File: config.mk
export PLATFORM = sky130hd
export DESIGN_NAME = counter_nbits_mod
export DESIGN_NICKNAME = d
export VERILOG_FILES = /design/src/rtl/counter_pkg.sv /design/src/rtl/prescaler_tick.sv /design/src/rtl/counter_nbits_mod.sv
export SDC_FILE = /design/constraint.sdc
export NUM_CORES = 1
export LEC_CHECK = 0
export ABC_AREA = 1
export ABC_CLOCK_PERIOD_IN_PS = 1000
export CAP_MARGIN = 0
export CORE_AREA = 2 2 39 41
export DETAILED_ROUTE_END_ITERATION = 8
export DIE_AREA = 0 0 41 43
export GPL_TIMING_DRIVEN = 1
export PLACE_DENSITY = 0.68
export RECOVER_POWER = 25
export SYNTH_ARGS = -nofsm -noshare
export SYNTH_HDL_FRONTEND = slang
export SYNTH_SLANG_ARGS = --single-unit
File: constraint.sdc
create_clock -name clk -period 1 [get_ports clk]
set_input_delay 0.2 -clock clk [delete_from_list [all_inputs] [get_ports clk]]
set_output_delay 0.2 -clock clk [all_outputs]
set_load 0.01 [all_outputs]
File: src/rtl/counter_pkg.sv
// Shared constants for the modulo-N counter family.
//   MODE_WRAP / MODE_SAT : values for the SATURATE parameter
//   DIR_UP / DIR_DOWN    : levels of the UP input
package counter_pkg;

    localparam int unsigned MODE_WRAP = 0;
    localparam int unsigned MODE_SAT  = 1;

    localparam logic DIR_UP   = 1'b1;
    localparam logic DIR_DOWN = 1'b0;

endpackage : counter_pkg

File: src/rtl/prescaler_tick.sv
// Enable prescaler: emits one tick per PRESCALE enabled cycles.
//   clk    in  system clock
//   Reset  in  synchronous active-high reset
//   EN     in  advance enable; EN=0 freezes the phase
//   CLR    in  synchronous phase clear
//   tick   out comb, high on the enabled cycle that completes a period
module prescaler_tick #(
    parameter int unsigned PRESCALE = 1
) (
    input  logic clk,
    input  logic Reset,
    input  logic EN,
    input  logic CLR,
    output logic tick
);

    localparam int unsigned PW = (PRESCALE > 1) ? $clog2(PRESCALE) : 1;
    localparam logic [PW-1:0] LAST = PW'(PRESCALE - 1);

    logic [PW-1:0] cnt_q;
    logic [PW-1:0] cnt_d;
    logic          at_last;

    // With PRESCALE=1 LAST is 0, so the phase never leaves 0 and tick == EN.
    assign at_last = (cnt_q == LAST);
    assign tick    = EN && at_last;

    // Phase next-state
    always_comb begin
        cnt_d = cnt_q;
        if (CLR) begin
            cnt_d = '0;
        end else if (EN) begin
            cnt_d = at_last ? '0 : cnt_q + PW'(1);
        end
    end

    // Phase register
    always_ff @(posedge clk) begin
        if (Reset) begin
            cnt_q <= '0;
        end else begin
            cnt_q <= cnt_d;
        end
    end

endmodule : prescaler_tick

File: src/rtl/counter_nbits_mod.sv
// Parametrised modulo-N up/down counter with load, wrap/saturate mode,
// enable prescaler, registered OV/UF pulses and a sticky OV_flag.
//   clk         in   system clock
//   Reset       in   synchronous active-high reset (highest priority)
//   EN          in   count enable, feeds the prescaler
//   CLR         in   synchronous clear of count, prescaler and OV_flag
//   LOAD        in   synchronous parallel load (clamped to MODULUS-1)
//   load_value  in   value for LOAD
//   UP          in   1 = count up, 0 = count down
//   OV_ack      in   clears OV_flag (a same-cycle new event wins)
//   counter     out  current count
//   OV          out  one-cycle pulse after a tick taken at MODULUS-1 going up
//   UF          out  one-cycle pulse after a tick taken at 0 going down
//   TC          out  comb terminal count for the current direction
//   OV_flag     out  sticky OR of OV and UF
module counter_nbits_mod
    import counter_pkg::*;
#(
    parameter int unsigned     WIDTH    = 4,
    parameter longint unsigned MODULUS  = 10,
    parameter int unsigned     SATURATE = MODE_WRAP,
    parameter int unsigned     PRESCALE = 1
) (
    input  logic             clk,
    input  logic             Reset,
    input  logic             EN,
    input  logic             CLR,
    input  logic             LOAD,
    input  logic [WIDTH-1:0] load_value,
    input  logic             UP,
    input  logic             OV_ack,
    output logic [WIDTH-1:0] counter,
    output logic             OV,
    output logic             UF,
    output logic             TC,
    output logic             OV_flag
);

    // Limit held one bit wider so MODULUS = 2**WIDTH needs no special case.
    localparam int unsigned    XW   = WIDTH + 1;
    localparam logic [WIDTH:0] LAST = XW'(MODULUS - 64'd1);
    localparam bit             SAT  = (SATURATE == MODE_SAT);

    logic [WIDTH-1:0] cnt_q, cnt_d;
    logic             ov_q, ov_d;
    logic             uf_q, uf_d;
    logic             flag_q, flag_d;
    logic [WIDTH:0]   cnt_x;
    logic [WIDTH:0]   load_x;
    logic             at_max;
    logic             at_zero;
    logic             tick;

    prescaler_tick #(
        .PRESCALE (PRESCALE)
    ) u_prescaler (
        .clk   (clk),
        .Reset (Reset),
        .EN    (EN),
        .CLR   (CLR | LOAD),
        .tick  (tick)
    );

    assign cnt_x   = {1'b0, cnt_q};
    assign load_x  = {1'b0, load_value};
    assign at_max  = (cnt_x == LAST);
    assign at_zero = (cnt_x == '0);

    assign TC = (UP == DIR_DOWN) ? at_zero : at_max;

    // Count step, limit pulses and sticky flag next-state
    always_comb begin
        cnt_d  = cnt_q;
        ov_d   = 1'b0;
        uf_d   = 1'b0;
        flag_d = flag_q & ~OV_ack;
        if (CLR) begin
            cnt_d  = '0;
            flag_d = 1'b0;
        end else if (LOAD) begin
            cnt_d = (load_x > LAST) ? WIDTH'(LAST) : load_value;
        end else if (tick) begin
            if (UP == DIR_UP) begin
                ov_d = at_max;
                if (!at_max) begin
                    cnt_d = WIDTH'(cnt_x + XW'(1));
                end else if (!SAT) begin
                    cnt_d = '0;
                end
            end else begin
                uf_d = at_zero;
                if (!at_zero) begin
                    cnt_d = WIDTH'(cnt_x - XW'(1));
                end else if (!SAT) begin
                    cnt_d = WIDTH'(LAST);
                end
            end
            // A new limit event overrides a simultaneous acknowledge.
            if (ov_d || uf_d) begin
                flag_d = 1'b1;
            end
        end
    end

    // State registers
    always_ff @(posedge clk) begin
        if (Reset) begin
            cnt_q  <= '0;
            ov_q   <= 1'b0;
            uf_q   <= 1'b0;
            flag_q <= 1'b0;
        end else begin
            cnt_q  <= cnt_d;
            ov_q   <= ov_d;
            uf_q   <= uf_d;
            flag_q <= flag_d;
        end
    end

    assign counter = cnt_q;
    assign OV      = ov_q;
    assign UF      = uf_q;
    assign OV_flag = flag_q;

endmodule : counter_nbits_mod

## Yosys cells after proc, flatten, opt, wreduce, memory -nomap -nowiden

Index checks and enable logic that the tools add are counted.

- Add/subtract/negate cells: 3
- $lt $le $gt $ge: 1
- Equal/unequal tests: 1
- Mux-type cells: 19
- Bitwise operators: 5
- Reduce and logical (&&, ||, !) cells: 7

Operators by type and width:

| kind | number |
|---|---|
| $mux 4 | 6 |
| $mux 1 | 13 |
| $logic_not 5->1 | 1 |
| $add 4x1->4 const B | 1 |
| $eq 4x4->1 const B | 1 |
| $gt 4x4->1 const B | 1 |
| $reduce_or 2->1 | 2 |
| $reduce_or 4->1 | 1 |
| $sub 4x1->4 const B | 1 |
| $not 1->1 | 3 |
| $reduce_bool 2->1 | 1 |
| $add 1x1->1 const B | 1 |
| $and 1x1->1 | 1 |
| $logic_and 1x1->1 | 1 |
| $logic_or 1x1->1 | 1 |
| $or 1x1->1 | 1 |

- Flip-flop bits (word level): 8
- Input port bits: 11
- Output and inout bits: 8
- Word-level logic and storage cells: 41

## Longest topological paths before layout

Gate-level depths: netlist of the first run.

- Word-level depth: 9
- Depth in mapped cells: 8
- Depth with buffers taken out: 8

## Hierarchy

A second synthesis of the first run with hierarchy kept.

- Cell total of the unflattened synthesis: 81
- Area, all modules: 469.2 um^2

Modules (own cells, without submodules):

| module | times used | cells each | area an instance (um^2) | sequential area each (um^2) |
|---|---|---|---|---|
| counter_nbits_mod | 1 | 80 | 461.7 | 140.1 |
| prescaler_tick | 1 | 1 | 7.5 | 0.0 |

## Least setup slack after synthesis of the first run

OpenSTA, ideal clock, no wires.

- Path kind: reg2out
- From: reg cnt_q[2] (netlist: counter[2])
- To: out TC
- Arrival time: 862 ps
- Required time: 800 ps
- Path slack: -62 ps
- Cell stages (with the launch flop): 6
- Path buffers: 0
- Cells stage by stage: dfxtp_1 inv_1 nand2_1 nor2_1 nand2_1 nand2_1

- Word-level cells in the longest chain between the ends: 2
- Elaborated cells between the ends (all ways): 3
- Those cells by class: eq/ne (1); mux (1); reduce/logical (1)

RTL lines:

| what | line | RTL |
|---|---|---|
| start, declared | counter_nbits_mod.sv:44 | `logic [WIDTH-1:0] cnt_q, cnt_d;` |
| start signal, assigned | counter_nbits_mod.sv:113 | `cnt_q <= cnt_d;` |
| $eq 4x4->1 or $logic_not 5->1 (tied branches) | counter_nbits_mod.sv:66, counter_nbits_mod.sv:67 |  |
| $mux 1 (*) | counter_nbits_mod.sv:69 | `assign TC = (UP == DIR_DOWN) ? at_zero : at_max;` |
| end, declared | counter_nbits_mod.sv:35 | `output logic TC,` |

Mark *: on every way between the ends. The rest lies on a longest branch, timed or not.

## Final worst setup path of the first run

- From: reg cnt_q[0] (netlist: counter[0])
- To: out TC

Same word-level chain as after synthesis.

==> impl_metrics.py, run 1 <==
metrics = {
    "sta": {
        "worstMarginPinSlew_ns": 0.209,
        "slew_headroom_pct": 85.9,
        "rsz0062_at_grt": "true",
        "slew_viol_final": 0,
        "fin_ws_ns": -0.279,
        "hold_violations": 0,
        "skew_ns": 0.000504,
        "finalCritPeriodShare_pct": 128,
        "setup_violations": 10,
        "period_needed_ns": 1.28,
        "fmax_mhz": 782,
    },
    "critical_path": {
        "max_stage_delay_ns": 0.36,
        "critPathArrivalTime_ns": 1.08,
        "path_buf_inv": 1,
        "cp-end-kind": "primary output",
        "r2r-start": "counter[0]",
        "crit_slowest_cell": "dfxtp_4",
        "ff2ff_path_depth": 8,
        "worstPathMaxFanout": 5,
        "crit_end": "TC",
        "worstSetupPathType": "reg -> out",
        "worstSetupPathDepth": 4,
        "startpoint": "counter[0]",
        "r2r_end": "counter[3]",
        "path_delay_family": "simple AND/OR/NAND/NOR gates",
        "worst_setup_path_start_kind": "flip-flop",
        "required_ns": 0.80,
        "r2r_slack_ns": -0.20,
        "path_cells": "nor2_2 -> nand3_2 -> nand2_2 -> buf_6",
    },
    "cts": {
        "clockBufferDepth": 2,
        "clkSinkCount": 7,
        "clk_pin_slew_ns": 0.05,
        "tritoncts": "yes",
        "cts_root_buf": "clkbuf_4",
        "cts_buffers": 3,
        "clk_latency_ns": 0.26,
        "htree_levels": 1,
    },
    "place": {
        "placed_cell_area_um2": 764,
        "hpwlAfterDp_um": 984,
        "gp_congestion": 0.723,
        "io_buffers": 18,
    },
    "power_and_ir_drop": {
        "power.leakage_nw": 0.482,
        "powerDensity_nw_per_um2": 887,
        "irDropWorstVdd_v": 0.000564,
        "power_uw": 818,
    },
    "routing": {
        "remaining_drc_errors": 0,
        "ant_nets": 0,
        "dr.pass1.iters": 2,
        "drt_iter0_drc": 7,
        "viasPerCell": 4.69,
        "vias": 643,
        "totalWireLength_um": 1660,
        "post_drt_wl_per_cell_um": 12.1,
    },
    "grt": {
        "grt_pass1_wl_um": 2280,
        "grt_pass1_vias": 592,
        "grt_max_degree": 6,
        "grt_use_total_pct": 19.1,
        "antenna_found_initial": 0,
        "grt-ovfl-total": 0,
    },
    "flow_run": {
        "drv_cap": 0,
    },
    "floorplan": {
        "initial_core_util_pct": 32.2,
        "io_pins": 19,
        "core-area_um2": 1380,
        "die_area_um2": 1760,
        "std_cell_rows": 14,
        "fp.dieW_um": 41,
        "die_h_um": 43,
    },
    "finish": {
        "nNetsFinal": 133,
        "final_cell_mix": "nand2_1 (17), buf_4 (17), inv_1 (10), buf_6 (10), clkdlybuf4s50_1 (7)",
        "layout-drive-gt1-share_pct": 47.1,
        "fin_area_um2": 922,
        "areaGrowthSynthToFinish_pct": 107,
        "antenna_cells": 0,
    },
    "synthesis": {
        "syn_area_um2": 445,
        "postSynthAreaPerCell_um2": 5.86,
        "syn-num-nets": 87,
        "synth.area.top_cells": "dfxtp_1 (31%), nand2_1 (20%), inv_1 (10%), nor2_1 (7.6%), nand3_1 (5.6%)",
        "yosys.area.top_type_share_pct": 31.5,
        "yosysTopAreaCell": "dfxtp_1",
        "synth_warnings": 0,
        "synth.distinct_cells": 15,
        "syn_inst": 76,
        "synth_seq_cells": 7,
        "ys_seq_area_share_pct": 31.5,
    },
    "worst_hold_path": {
        "hp-class": "in -> reg",
        "hold_path_startpoint": "EN",
    },
    "outcome": {
        "outcome": "complete, but fails checks",
        "failed_checks": "negative setup slack",
    },
}
## tightest hold or removal path: stages
cell and delay [ns]:
dlymetal6s2s_1 0.14, inv_1 0.07, nor2_2 0.04, nand2_2 0.09
nor2_2 0.05
## cell type report
class / instances / area (um2)
multi-input cells: 56 / 307
inverters: 13 / 53.8
fillers: 129 / 462
repair buffers: 41 / 363
well taps: 16 / 20.0
clock buffers: 4 / 26.3
flip-flops and latches: 7 / 153
## cell usage after synthesis
master   instances
dfxtp_1          7
or2_1            1
nand3_2          1
nand3_1          5
a21oi_2          1
nor2_2           2
nand4_1          1
nand2_1         24
a31oi_1          1
inv_2            1
a21oi_1          4
inv_1           12
nor2_1           9
o22ai_1          2
o21ai_0          5
## registers in the layout, summed over array words and instances, names as in the netlist
signal,flops
counter,4
UF,1
OV,1
OV_flag,1
## report_power, final
| part | internal [mW] | switching [mW] |
|---|---|---|
| clock | 0.153 | 0.116 |
| combinational | 0.137 | 0.117 |
| sequential | 0.284 | 0.0110 |
| total | 0.573 | 0.244 |
## how the worst min path moves through the flow
| stage | end | slack [ns] | depth (start not counted) |
|---|---|---|---|
| floorplan | counter[0] | 0.35 | 2 |
| global placement | OV_flag | 0.47 | 2 |
| detailed placement | OV_flag | 0.48 | 2 |
| CTS | counter[0] | 0.43 | 3 |
| global route | OV | 0.42 | 5 |
| finish | OV | 0.37 | 5 |
## per-stage QoR
step                hold WS, ns  setup WS, ns  setup TNS [ns]  instances  utilization, %
floorplan                 0.350       0.00855               0         76               -
global placement          0.466        -0.628           -3.10        125            55.2
detailed placement        0.484        -0.625           -3.16        125            55.2
CTS                       0.434        -0.272           -1.14        135            62.7
global route              0.418        -0.319           -1.73        137            66.6
finish                    0.373        -0.279           -1.28        137            66.6
## logic make-up after synthesis
logic type | synth area share [%]
buffers and inverters | 11.0
AND/OR/NAND/NOR | 41.3
AO/OA/AOI/OAI | 16.3
flip-flops | 31.5
## what timing repair did
item | CTS | global route
setup endpoints to repair | 13 | 14
resized for setup | 49 | 21
pin swaps | 6 | 7
hold buffers | 0 | 0
buffers inserted | 6 | 5
endpoints found under the hold margin | 0 | 0
## layer usage
| layer | wire, um | part of all wire [%] | vias up | track usage, % |
|---|---|---|---|---|
| li1 | - | - | 333 | - |
| met5 | 0 | 0 | - | 0 |
| met1 | 666 | 40 | 294 | 24.0 |
| met3 | 43 | 2.6 | 4 | 1.57 |
| met2 | 922 | 56 | 12 | 29.7 |
| met4 | 25 | 1.5 | 0 | 12.0 |
No activity file was read; power rests on OpenSTA's default activity.
==> inputs of run 2 (changes only) <==
--- a/config.mk
+++ b/config.mk
@@ -12,5 +12,4 @@
 export DETAILED_ROUTE_END_ITERATION = 8
 export DIE_AREA = 0 0 41 43
-export GPL_TIMING_DRIVEN = 1
 export PLACE_DENSITY = 0.68
 export RECOVER_POWER = 25
==> constraint.sdc (replaced) <==
create_clock -name clk -period 1 [get_ports clk]
set_input_delay 0.1 -clock clk [delete_from_list [all_inputs] [get_ports clk]]
set_output_delay 0.1 -clock clk [all_outputs]
set_load 0.01 [all_outputs]
==> impl_metrics.py, run 2 (synthesis gave the netlist of run 1 again) <==
metrics = {
    "finish": {
        "areaGrowthSynthToFinish_pct": 93.5,
        "final.fill_count": 136,
        "fin_area_um2": 862,
        "antenna_cells": 0,
        "final_core_util_pct": 62.3,
        "nNetsFinal": 126,
        "final_common_cell": "nand2_1",
        "largest_reg_flops": 4,
        "layout-drive-gt1-share_pct": 41.2,
        "final_cell_mix": "nand2_1 (19), buf_4 (14), inv_1 (10)",
    },
    "flow_run": {
        "drv_cap": 0,
    },
    "grt": {
        "antenna_found_initial": 0,
        "grt-ovfl-total": 0,
        "grt_pass1_wl_um": 2100,
        "grt_use_total_pct": 17.4,
        "grt_pass1_vias": 551,
        "grt_max_degree": 6,
    },
    "place": {
        "gp_congestion": 0.728,
        "hpwlAfterDp_um": 1020,
        "place_ws_ns": -0.435,
        "io_buffers": 18,
        "placed_cell_area_um2": 747,
    },
    "critical_path": {
        "r2r-start": "counter[2]",
        "path_delay_family": "flip-flops",
        "ff2ff_path_depth": 9,
        "r2r_slack_ns": -0.14,
        "max_stage_delay_ns": 0.36,
        "r2r_end": "counter[3]",
        "worstSetupPathDepth": 6,
        "critPathArrivalTime_ns": 1.06,
        "required_ns": 0.90,
        "crit_slowest_cell": "dfxtp_4",
        "cp-end-kind": "primary output",
        "worstSetupPathType": "reg -> out",
        "path_cells": "inv_4 -> nand2_4 -> nor2_4 -> nand2_2 -> nand2_1 -> buf_2",
        "path_buf_inv": 2,
        "worst_setup_path_start_kind": "flip-flop",
        "worstPathMaxFanout": 3,
    },
    "power_and_ir_drop": {
        "p_clk_share_pct": 32.8,
        "irDropWorstVdd_v": 0.000495,
        "power_uw": 779,
        "internal-power_uw": 556,
        "powerDensity_nw_per_um2": 903,
        "p_switching_uw": 223,
        "netSwitchingFraction_pct": 28.6,
        "power.leakage_nw": 0.446,
        "seqPwrFrac_pct": 37.8,
        "pwr-share-comb_pct": 29.4,
    },
    "floorplan": {
        "io_pins": 19,
        "initial_core_util_pct": 32.2,
        "fp.dieW_um": 41,
        "die_area_um2": 1760,
        "die_h_um": 43,
        "core-area_um2": 1380,
        "std_cell_rows": 14,
    },
    "routing": {
        "post_drt_wl_per_cell_um": 10.5,
        "viasPerCell": 4.65,
        "drt_iter0_drc": 7,
        "dr.pass1.iters": 4,
        "remaining_drc_errors": 0,
        "totalWireLength_um": 1360,
        "vias": 604,
        "ant_nets": 0,
    },
    "cts": {
        "holdBufCountCts": 0,
        "cts_buffers": 3,
        "cts_root_buf": "clkbuf_4",
        "htree_levels": 1,
        "tritoncts": "yes",
        "clockBufferDepth": 2,
        "clk_pin_slew_ns": 0.05,
        "clkSinkCount": 7,
        "clk_latency_ns": 0.25,
    },
    "sta": {
        "worstMarginPinSlew_ns": 0.201,
        "finalCritPeriodShare_pct": 116,
        "period_needed_ns": 1.16,
        "fmax_mhz": 863,
        "slew_viol_final": 0,
        "hold_violations": 0,
        "skew_ns": 0.000632,
        "rsz0062_at_grt": "true",
        "fin_ws_ns": -0.159,
        "setup_violations": 6,
        "slew_headroom_pct": 86.5,
        "fin_setup_tns_ns": -0.458,
    },
    "outcome": {
        "failed_checks": "negative setup slack",
        "outcome": "complete, but fails checks",
    },
    "worst_hold_path": {
        "holdPathStages": 3,
        "min_delay_worst_endpoint": "counter[0]",
        "hp-class": "in -> reg",
        "hold_path_startpoint": "LOAD",
    },
}
-- run 2: worst max path at each step --
stage / startpoint / endpoint / slack [ns]
after detailed placement: UP / TC / -0.44
after CTS: counter[1] / TC / -0.17
after global routing: counter[2] / TC / -0.22
after floorplan: counter[3] / counter[3] / 0.02
final: counter[2] / TC / -0.16
after global placement: UP / TC / -0.43
-- run 2: layout make-up --
class                           count  area (um2)  area share [%]
Multi-Input combinational cell     56         320            37.2
Tap cell                           16        20.0            2.32
Sequential cell                     7         153            17.7
Clock buffer                        4        26.3            3.05
Timing Repair Buffer               34         292            33.8
Inverter                           13        51.3            5.95
-- run 2: timing repair --
action                     CTS  global route
pin swaps                    2             6
setup buffers                3             2
setup endpoints to repair   12             9
gates resized for setup     20            24
-- run 2: through the flow --
step / hold slack (ns) / instances
2_1_floorplan: 0.250 / 76
3_3_place_gp: 0.468 / 123
3_5_place_dp: 0.479 / 123
4_1_cts: 0.467 / 129
5_1_grt: 0.268 / 130
6_report: 0.220 / 130
-- run 2: tightest hold or removal path, delay by kind of cell --
family	cells	cell delay, ns
buffers and inverters	1	0.16
AOI/OAI and AO/OA	2	0.16
-- run 2: power groups by stage --
stage | combinational, mW | clock (mW) | sequential [mW]
finish | 0.229 | 0.255 | 0.294
floorplan | 0.0827 | 0 | 0.308
CTS | 0.205 | 0.264 | 0.298
global route | 0.253 | 0.283 | 0.295
global placement | 0.205 | 0 | 0.302
detailed placement | 0.210 | 0 | 0.302
-- run 2: metal layers --
| layer | wire, um | track usage (%) | share of wire [%] | up-vias |
|---|---|---|---|---|
| met5 | 0 | 0 | 0 | - |
| met1 | 578 | 22.4 | 42 | 265 |
| met3 | 44 | 1.57 | 3.2 | 2 |
| met4 | 9 | 10.0 | 0.66 | 0 |
| met2 | 728 | 26.9 | 53 | 17 |
| li1 | - | - | - | 320 |
